`src/rtl/sw_debounce_reader.sv`:
```
// sw_debounce_reader
// Samples the board slide switches and passes each bit through a two-flop
// synchroniser and a per-bit debouncer. Every debounced change is reported as
// one snapshot event on a valid/ready port. If the consumer stalls, later
// changes are merged into the pending event, and a sticky overrun flag is set.
module sw_debounce_reader #(
  parameter int WIDTH           = 10,
  parameter int DEBOUNCE_CYCLES = 500000,
  parameter int CNT_W           = $clog2(DEBOUNCE_CYCLES)
) (
  input  logic             clock,
  input  logic             reset_n,
  input  logic [WIDTH-1:0] sw_in,
  output logic [WIDTH-1:0] sw_state,
  output logic             event_valid,
  input  logic             event_ready,
  output logic [WIDTH-1:0] event_data,
  output logic [WIDTH-1:0] event_mask,
  output logic             overrun,
  input  logic             clear_overrun
);

  // Handshake: an event is transferred on every rising clock edge where
  // event_valid and event_ready are both 1. While event_valid is 1,
  // event_data and event_mask change only when a new change is merged into
  // the pending event. event_ready has no effect while event_valid is 0.

  localparam logic [CNT_W-1:0] CNT_LAST = CNT_W'(DEBOUNCE_CYCLES - 1);

  logic [WIDTH-1:0] r_s1;
  logic [WIDTH-1:0] r_s2;
  logic [WIDTH-1:0] r_state;
  logic [CNT_W-1:0] r_cnt [WIDTH];
  logic             r_ev_valid;
  logic [WIDTH-1:0] r_ev_data;
  logic [WIDTH-1:0] r_ev_mask;
  logic             r_overrun;

  logic [WIDTH-1:0] w_chg;
  logic [WIDTH-1:0] w_state_nxt;
  logic             w_change;
  logic             w_acc;

  // Two-flop synchroniser for the asynchronous switch levels.
  always_ff @(posedge clock or negedge reset_n) begin
    if (!reset_n) begin
      r_s1 <= '0;
      r_s2 <= '0;
    end else begin
      r_s1 <= sw_in;
      r_s2 <= r_s1;
    end
  end

  // A bit flips on the cycle it has disagreed with sw_state for the full interval.
  always_comb begin
    w_chg = '0;
    for (int i = 0; i < WIDTH; i++) begin
      w_chg[i] = (r_s2[i] != r_state[i]) && (r_cnt[i] == CNT_LAST);
    end
  end

  assign w_state_nxt = r_state ^ w_chg;
  assign w_change    = |w_chg;
  assign w_acc       = r_ev_valid && event_ready;

  // Per-bit stability counters. A sample that matches the current level restarts the count.
  // The count returns to 0 on a flip, so it never passes CNT_LAST.
  always_ff @(posedge clock or negedge reset_n) begin
    if (!reset_n) begin
      r_state <= '0;
      for (int i = 0; i < WIDTH; i++) begin
        r_cnt[i] <= '0;
      end
    end else begin
      r_state <= w_state_nxt;
      for (int i = 0; i < WIDTH; i++) begin
        if ((r_s2[i] == r_state[i]) || (r_cnt[i] == CNT_LAST)) begin
          r_cnt[i] <= '0;
        end else begin
          r_cnt[i] <= r_cnt[i] + CNT_W'(1);
        end
      end
    end
  end

  // Event register. A change creates a fresh event when the slot is free or is
  // being accepted this cycle. Otherwise the change merges into the pending event.
  // A merge sets overrun, and a merge takes priority over clear_overrun.
  always_ff @(posedge clock or negedge reset_n) begin
    if (!reset_n) begin
      r_ev_valid <= 1'b0;
      r_ev_data  <= '0;
      r_ev_mask  <= '0;
      r_overrun  <= 1'b0;
    end else begin
      if (w_change && (!r_ev_valid || w_acc)) begin
        r_ev_valid <= 1'b1;
        r_ev_data  <= w_state_nxt;
        r_ev_mask  <= w_chg;
      end else if (w_change) begin
        r_ev_data  <= w_state_nxt;
        r_ev_mask  <= r_ev_mask | w_chg;
      end else if (w_acc) begin
        r_ev_valid <= 1'b0;
      end

      if (w_change && r_ev_valid && !event_ready) begin
        r_overrun <= 1'b1;
      end else if (clear_overrun) begin
        r_overrun <= 1'b0;
      end
    end
  end

  assign sw_state    = r_state;
  assign event_valid = r_ev_valid;
  assign event_data  = r_ev_data;
  assign event_mask  = r_ev_mask;
  assign overrun     = r_overrun;

endmodule

```
`config.mk`:
```
export PLATFORM = sky130hd
export DESIGN_NAME = sw_debounce_reader
export DESIGN_NICKNAME = d
export VERILOG_FILES = /design/src/rtl/sw_debounce_reader.sv
export SDC_FILE = /design/constraint.sdc
export NUM_CORES = 1
export LEC_CHECK = 0
export CAP_MARGIN = 10
export CORE_MARGIN = 4
export CORE_UTILIZATION = 39
export DETAILED_ROUTE_END_ITERATION = 16
export PLACE_DENSITY_LB_ADDON = 0.15
export SYNTH_ARGS = -nofsm -noshare
export SYNTH_HDL_FRONTEND = slang
export SYNTH_SLANG_ARGS = --single-unit
```
`constraint.sdc`:
```
create_clock -name clock -period 4.4 [get_ports clock]
set_input_delay 0.88 -clock clock [delete_from_list [all_inputs] [get_ports clock]]
set_output_delay 0.88 -clock clock [all_outputs]
set_load 0.02 [all_outputs]
```
# Word-level counts from Yosys, hierarchy flattened
# Index checks and enable logic that the tools add are counted.
# word_totals
out_inout_bits	32
elab_cells	111
reg_bits	242
input_bits	14
# classes
addsub	10
n_bitwise	2
n_eq_ne	31
n_mux	19
reduce_logical	32
# ops
op	count
19-bit by 1-bit adder with 19-bit output, second input constant	10
19-bit equality test, second input constant	10
19-bit 2-to-1 mux	10
10-bit 2-to-1 mux	4
1-bit logical AND	14
1-bit logical OR	11
1-bit equality test	10
1-bit != test	10
10-bit OR	1
10-bit OR reduction	1
10-bit bitwise XOR	1
2-bit nonzero test	3
1-bit 2-to-1 mux	5
1-bit zero test	2
2-bit by 1-bit != test with 1-bit output, second input constant	1
2-bit AND reduction	1

# Depth between registers and ports, before layout
# Gate-level depths: netlist of the first run.
# depth
ltp_word	6
depth_mapped	9

# Worst setup path before layout of the first run
# Ideal clock, no wire load.
# synth_timing
path_kind	register to register
startpoint	reg r_cnt[76] in the netlist's numbering
endpoint	reg r_ev_data[1], in the netlist event_data[1]
setup_slack_ns	2.317
path_stages_with_launch	9
period_less_slack_ns	2.083
t_arrival_ns	1.958
required_ns	4.275
path_cell_list	dfrtp_1 ha_1 nand3_2 or4_4 nor3_4 a211oi_2 nand4_4 buf_12 mux2_4
# synth_between
elab_chain_len	5
elab_cells_between_ends	6
classes_between	eq/ne (1); mux (1); reduce/logical (4)
# synth_rtl
item	line	rtl
start, declared	33	logic [CNT_W-1:0] r_cnt [WIDTH];
start signal, assigned by index	81	r_cnt[i] <= r_cnt[i] + CNT_W'(1);
19-bit equality test *	59	w_chg[i] = (r_s2[i] != r_state[i]) && (r_cnt[i] == CNT_LAST);
1-bit logical AND *	59	
10-bit OR reduction *	64	assign w_change = |w_chg;
1-bit logical AND	97	if (w_change && (!r_ev_valid || w_acc)) begin
10-bit 2-to-1 mux or 2-bit nonzero test (tied branches)	n/a	
end signal, assigned	99	r_ev_data <= w_state_nxt;
end signal, assigned	102	r_ev_data <= w_state_nxt;
end, declared	35	logic [WIDTH-1:0] r_ev_data;
# Every way passes the cells marked *; elsewhere a longest branch is shown, timed or not.
# A chain may end at the register's enable or synchronous reset.

# Worst setup path after layout of the first run
# layout_timing
startpoint	reg r_state[4], in the netlist sw_state[4]
endpoint	out sw_state[4]
# layout_rtl
item	line	rtl
start, declared	32	logic [WIDTH-1:0] r_state;
start signal, assigned	76	r_state <= w_state_nxt;
end, declared	14	output logic [WIDTH-1:0] sw_state,
# No word-level cell between the ends.

==> results of run 1 <==
-- final cells by class --
type                            count  area, sq um
Timing Repair Buffer               50        505.5
Clock buffer                       45        865.8
Inverter                           32        120.1
Sequential cell                   242         6056
Clock inverter                      6        105.1
Multi-Input combinational cell    792         4923
Fill cell                        2643        15040
Tap cell                          378        473.0
-- layout by cell type (no fill, tap or decap), types with 17 or more instances in the layout --
master           synthesis  layout
nor3_1                  17      17
inv_1                   32      32
xor2_1                  90      90
and3_1                  32      32
nor2_1                 224     224
dfrtp_1                242     242
xnor2_1                 80      80
clkdlybuf4s50_1          0      44
clkbuf_16                0      29
nand4_1                 38      38
nand3_1                 66      66
nand2_1                 74      74
-- power groups by stage --
stage / registers (mW) / clock network [mW] / logic (mW)
floorplan: 2.32 / 0 / 0.0674
global placement: 2.32 / 0 / 0.144
detailed placement: 2.32 / 0 / 0.142
CTS: 2.28 / 2.48 / 0.142
global route: 2.29 / 2.57 / 0.161
finish: 2.28 / 2.40 / 0.136
-- layer usage --
| metal | wire, microns | global-route usage (%) |
|---|---|---|
| met5 | 0 | 0 |
| met4 | 600 | 3.867 |
| met3 | 925 | 2.833 |
| met2 | 9668 | 22.13 |
| met1 | 10730 | 20.59 |
-- logic make-up after synthesis --
group	Yosys count	synth area share (%)
buffers and inverters	57	2.239
muxes	20	2.273
AOI/OAI and AO/OA	42	2.596
xor gates and xnor gates	170	13.26
adders and majority gates	10	1.114
DFF	242	53.92
and+or+nand+nor	550	24.60
-- worst paths after layout --
check | depth (start not counted) | endpoint
hold reg to reg | 0 | r_s2[3]
setup reg to reg | 6 | event_data[9]
max in group asynchronous | 2 | r_cnt[157]
min in group asynchronous | 1 | r_cnt[30]
setup / recovery | 1 | sw_state[4]
hold / removal | 0 | r_s2[3]
-- through the flow --
| stage | instance area, sq um | instances |
|---|---|---|
| finish | 13050 | 1545 |
| global route | 13050 | 1545 |
| CTS | 13050 | 1545 |
| detailed placement | 12080 | 1494 |
| global placement | 12080 | 1494 |
| floorplan | 11230 | 1091 |
-- registers in the layout (all words and copies together) (netlist names) --
name         flops
r_cnt          190
event_data      10
event_mask      10
r_s1            10
r_s2            10
sw_state        10
event_valid      1
overrun          1
-- synthesized netlist by cell type, drive strengths merged (5+ instances only) --
library cell	count	area share [%]
nor2	224	7.5
nand3	67	3.0
nor4bb	9	0.80
o21bai	5	0.33
or3	14	0.78
nor4b	14	1.2
nand4	39	2.3
clkbuf	9	0.30
and4	14	1.1
nor2b	7	0.39
a21oi	12	0.53
buf	16	0.87
ha	10	1.1
nor4	10	0.56
inv	32	1.1
dfrtp	242	54
mux2	20	2.3
xor2	90	7.0
nor3	19	0.99
nand2	74	2.5
and2	7	0.39
o21ai	16	0.71
xnor2	80	6.2
and3	32	1.8
or2	10	0.56
==> impl_metrics.tcl, run 1 <==
set metrics [dict create \
    skew_ps 6.044 \
    r2r_setup_slack_ps 1990 \
    finalHoldViolations 0 \
    area_growth_pct 16.19 \
    setup_tns_ps 0 \
    period_share_pct 56.48 \
    synth-edff-count 0 \
    numCtsBuffers 28 \
    grt_max_degree 112 \
    dpl.hpwl_mm 14.61 \
    crit_required_ps 3520 \
    gp_congestion 0.8172 \
    cp-end-kind "output port" \
    clk_pin_slew_worst_paths_ps 60 \
    hold_start "r_s1[3]" \
    die-area_sq_um 31580 \
    dieHeight_microns 177.7 \
    worstSkewPairLatency_ps 530 \
    status "finished clean" \
    ys_seq_area_share_pct 53.92 \
    postCtsSetupBuffers 0 \
    crit_path_max_fanout 4 \
    cp_slowest_stage_delay_ps 680 \
    synth_flop_cell "dfrtp_1" \
    antenna_left 0 \
    num_vias 7571 \
    clock.fmax_mhz 402.4 \
    grt_remaining_overflow 0 \
    rsz0062_at_grt "false" \
    clock-root-buffer "clkbuf_16" \
    fin_ws_ps 1915 \
    worstMarginPinSlew_ps 865.6 \
    dr.pass1.iters 4 \
    totalWireLength_mm 21.93 \
    ys_warn_count 0 \
    synthArstFlopShare_pct 100.0 \
    portBuffers 45 \
    worstPathArrival_ps 1610 \
    antenna_cells 0 \
    grt_pass1_vias 7546 \
    grt_usage_pct 14.29 \
    startpoint "sw_state[4]" \
    cts_num_sinks 242 \
    post_cts_resized 0 \
    max-cap-violations 0 \
    switching_share_pct 20.93 \
    seqPwrFrac_pct 47.4 \
    tritoncts "built" \
    drtIter0Drc 382 \
    syn_avg_cell_area_sq_um 10.29 \
    synth.cell_area_sq_um 11230 \
    hold_class "flip-flop to flip-flop" \
    die_x_microns 177.7 \
    switching_power_mw 1.008 \
    wire_per_inst_microns 14.19 \
    min_period_ps 2485 \
    path_delay_family "buffers and inverters" \
    startpoint_type "flip-flop" \
    critical_path_class "flip-flop to output port" \
    p_int_mw 3.811 \
    leakagePower_nw 5.529 \
    rows 61 \
    clockPowerShare_pct 49.8 \
    setup_viol 0 \
    start_util_pct 39.99 \
    p_per_area_nw_per_um2 369.3 \
    cts_hold_buf 0 \
    ys_ff_latch 242 \
    ios 46 \
    r2r-start "r_cnt[177]" \
    nets 1170 \
    post-route-util_pct 46.46 \
    antenna_found_initial 0 \
    cts_max_path_buffers 3 \
    path_buf_inv 1 \
    whs_ps 345.3 \
    htreeDepth 1 \
    max_slew_margin_pct 42.30 \
    drive_gt1_share_pct 7.969 \
    total_power_mw 4.819 \
    drv_slew 0 \
    core_area_sq_um 28090 \
    dp_slack_ps 1958 \
    synth_cell_type_count 50 \
    peakVddDrop_mv 0.2215 \
    crit_chain "clkdlybuf4s50_1" \
    syn_nets 1115 \
    critPathSlowestCell "clkdlybuf4s50_1" \
    p_comb_share_pct 2.8 \
    drc 0 \
    viasPerCell 4.900 \
    grt_pass1_wl_mm 37.79 \
    synthCells 1091 \
]
(Power assumes the default switching activity.)
==> run 2, diff against run 1 <==
Clock period 4.4 ns to 2.43 ns, I/O delays scaled along.
==> run 2 against run 1 <==
Global-route usage up 0.15 points. Non-clock buffer count up 22. Register-to-register slack worse by 1900 ps. First-iteration DRC count down 13%. Utilization up 0.90 points. Sequential share of layout area down 0.89 points. Largest power group unchanged. Highest routed layer unchanged.
==> impl_metrics.tcl, run 2 (synthesis results as in run 1) <==
set metrics [dict create \
    drc 0 \
    rsz0062_at_grt "true" \
    clock.fmax_mhz 431.8 \
    die_x_microns 177.7 \
    die-area_sq_um 31580 \
    r2r-start "r_cnt[76]" \
    numCtsBuffers 28 \
    dieHeight_microns 177.7 \
    skew_ps 15.88 \
    cp-end-kind "flip-flop" \
    worstPathArrival_ps 2740 \
    rows 61 \
    peakVddDrop_mv 0.5841 \
    gp_congestion 0.7899 \
    dpl.hpwl_mm 14.93 \
    worstSkewPairLatency_ps 540 \
    startpoint_type "flip-flop" \
    area_growth_pct 18.45 \
    drtIter0Drc 331 \
    crit_required_ps 2850 \
    antenna_left 0 \
    period_share_pct 95.30 \
    hold_end "r_s2[1]" \
    setup_tns_ps 0 \
    core_area_sq_um 28090 \
    setup_viol 0 \
    start_util_pct 39.99 \
    finalHoldViolations 0 \
    tritoncts "built" \
    totalWireLength_mm 22.03 \
    dp_slack_ps -1.734 \
    cts_max_path_buffers 3 \
    r2r-end "event_data[9]" \
    grt_remaining_overflow 0 \
    regMostFlops "r_cnt" \
    fin_ws_ps 114.2 \
    hold_depth 0 \
    hold_class "flip-flop to flip-flop" \
    final_cell_mix "dfrtp_1 (242), nor2_1 (224), xor2_1 (90)" \
    drive_gt1_share_pct 10.08 \
    grt_pass1_wl_mm 38.32 \
    r2r_setup_slack_ps 110 \
    hold_start "r_s1[1]" \
    p_per_area_nw_per_um2 664.5 \
    nets 1192 \
    leakagePower_nw 5.670 \
    cts_num_sinks 242 \
    wire_per_inst_microns 14.05 \
    grt_usage_pct 14.44 \
    max_slew_margin_pct 60.96 \
    viasPerCell 4.815 \
    ios 46 \
    antenna_found_initial 0 \
    status "finished clean" \
    max-cap-violations 0 \
    dr.pass1.iters 4 \
    htreeDepth 1 \
    clk_pin_slew_worst_paths_ps 60 \
    reg2regPathDepth 8 \
    grt_max_degree 66 \
    num_vias 7550 \
    portBuffers 45 \
    grt_pass1_vias 7610 \
    min_period_ps 2316 \
    final_common_cell "dfrtp_1" \
    largest_reg_flops 190 \
    worstMarginPinSlew_ps 584.3 \
    antenna_cells 0 \
    crit_path_max_fanout 9 \
    drv_slew 0 \
    clock-root-buffer "clkbuf_16" \
    critical_path_class "flip-flop to flip-flop" \
]
run 2: how the worst max path moves through the flow:
stage	end	from	slack, ps
after floorplan	event_data[1]	r_cnt[76]	350
after global placement	event_valid	r_cnt[152]	80
after detailed placement	event_valid	r_cnt[152]	-2
after CTS	event_data[9]	r_cnt[152]	40
after global routing	event_data[9]	r_cnt[76]	-20
final	event_data[9]	r_cnt[76]	110
run 2: worst max-delay path, stage by stage (launching register included):
cell      delay (ps)
dfrtp_1          380
ha_1             210
nand3_2          120
or4_4            510
nor3_4           230
a211oi_2         100
nand4_4          140
buf_12           150
mux2_2           330
run 2: power by group:
part | switching (mW) | leakage (nW) | total, mW | internal, mW
sequential | 0.0477 | 3.29 | 4.14 | 4.09
combinational | 0.176 | 1.89 | 0.264 | 0.0888
clock | 1.67 | 0.490 | 4.44 | 2.77
run 2: layout make-up:
type,count,area [sq um]
flip-flops and latches,242,6056
well taps,378,473.0
clock buffers,38,778.2
clock inverters,14,206.4
multi-input cells,792,4959
inverters,32,120.1
repair buffers,72,710.7
fillers,2650,14780
run 2: per-layer routing:
layer  up-vias  global-route usage (%)  wire length (microns)
li1       3823                       -                      -
met1      3609                   21.54                  11330
met2        89                   21.84                   9320
met3        29                   2.983                    980
met4         0                   2.965                    399
met5         -                       0                      0
run 2: what timing repair did:
| action | in CTS | in global routing |
|---|---|---|
| hold buffers | 1 | 0 |
| setup buffers | 2 | 1 |
| pin swaps | 1 | 1 |
| hold endpoints to repair | 58 | 0 |
| resized for setup | 0 | 6 |
| setup endpoints to repair | 4 | 20 |
run 2: metrics by stage:
step	instances	utilization, %	hold slack, ps	cell area, sq um	power [mW]
after CTS	1567	47.21	347.4	13260	8.984
final	1568	47.36	345.9	13300	8.840
after global placement	1512	43.57	331.8	12240	4.477
after global routing	1568	47.36	351.3	13300	9.204
after detailed placement	1512	43.57	334.7	12240	4.481
after floorplan	1091	-	190.4	11230	4.321
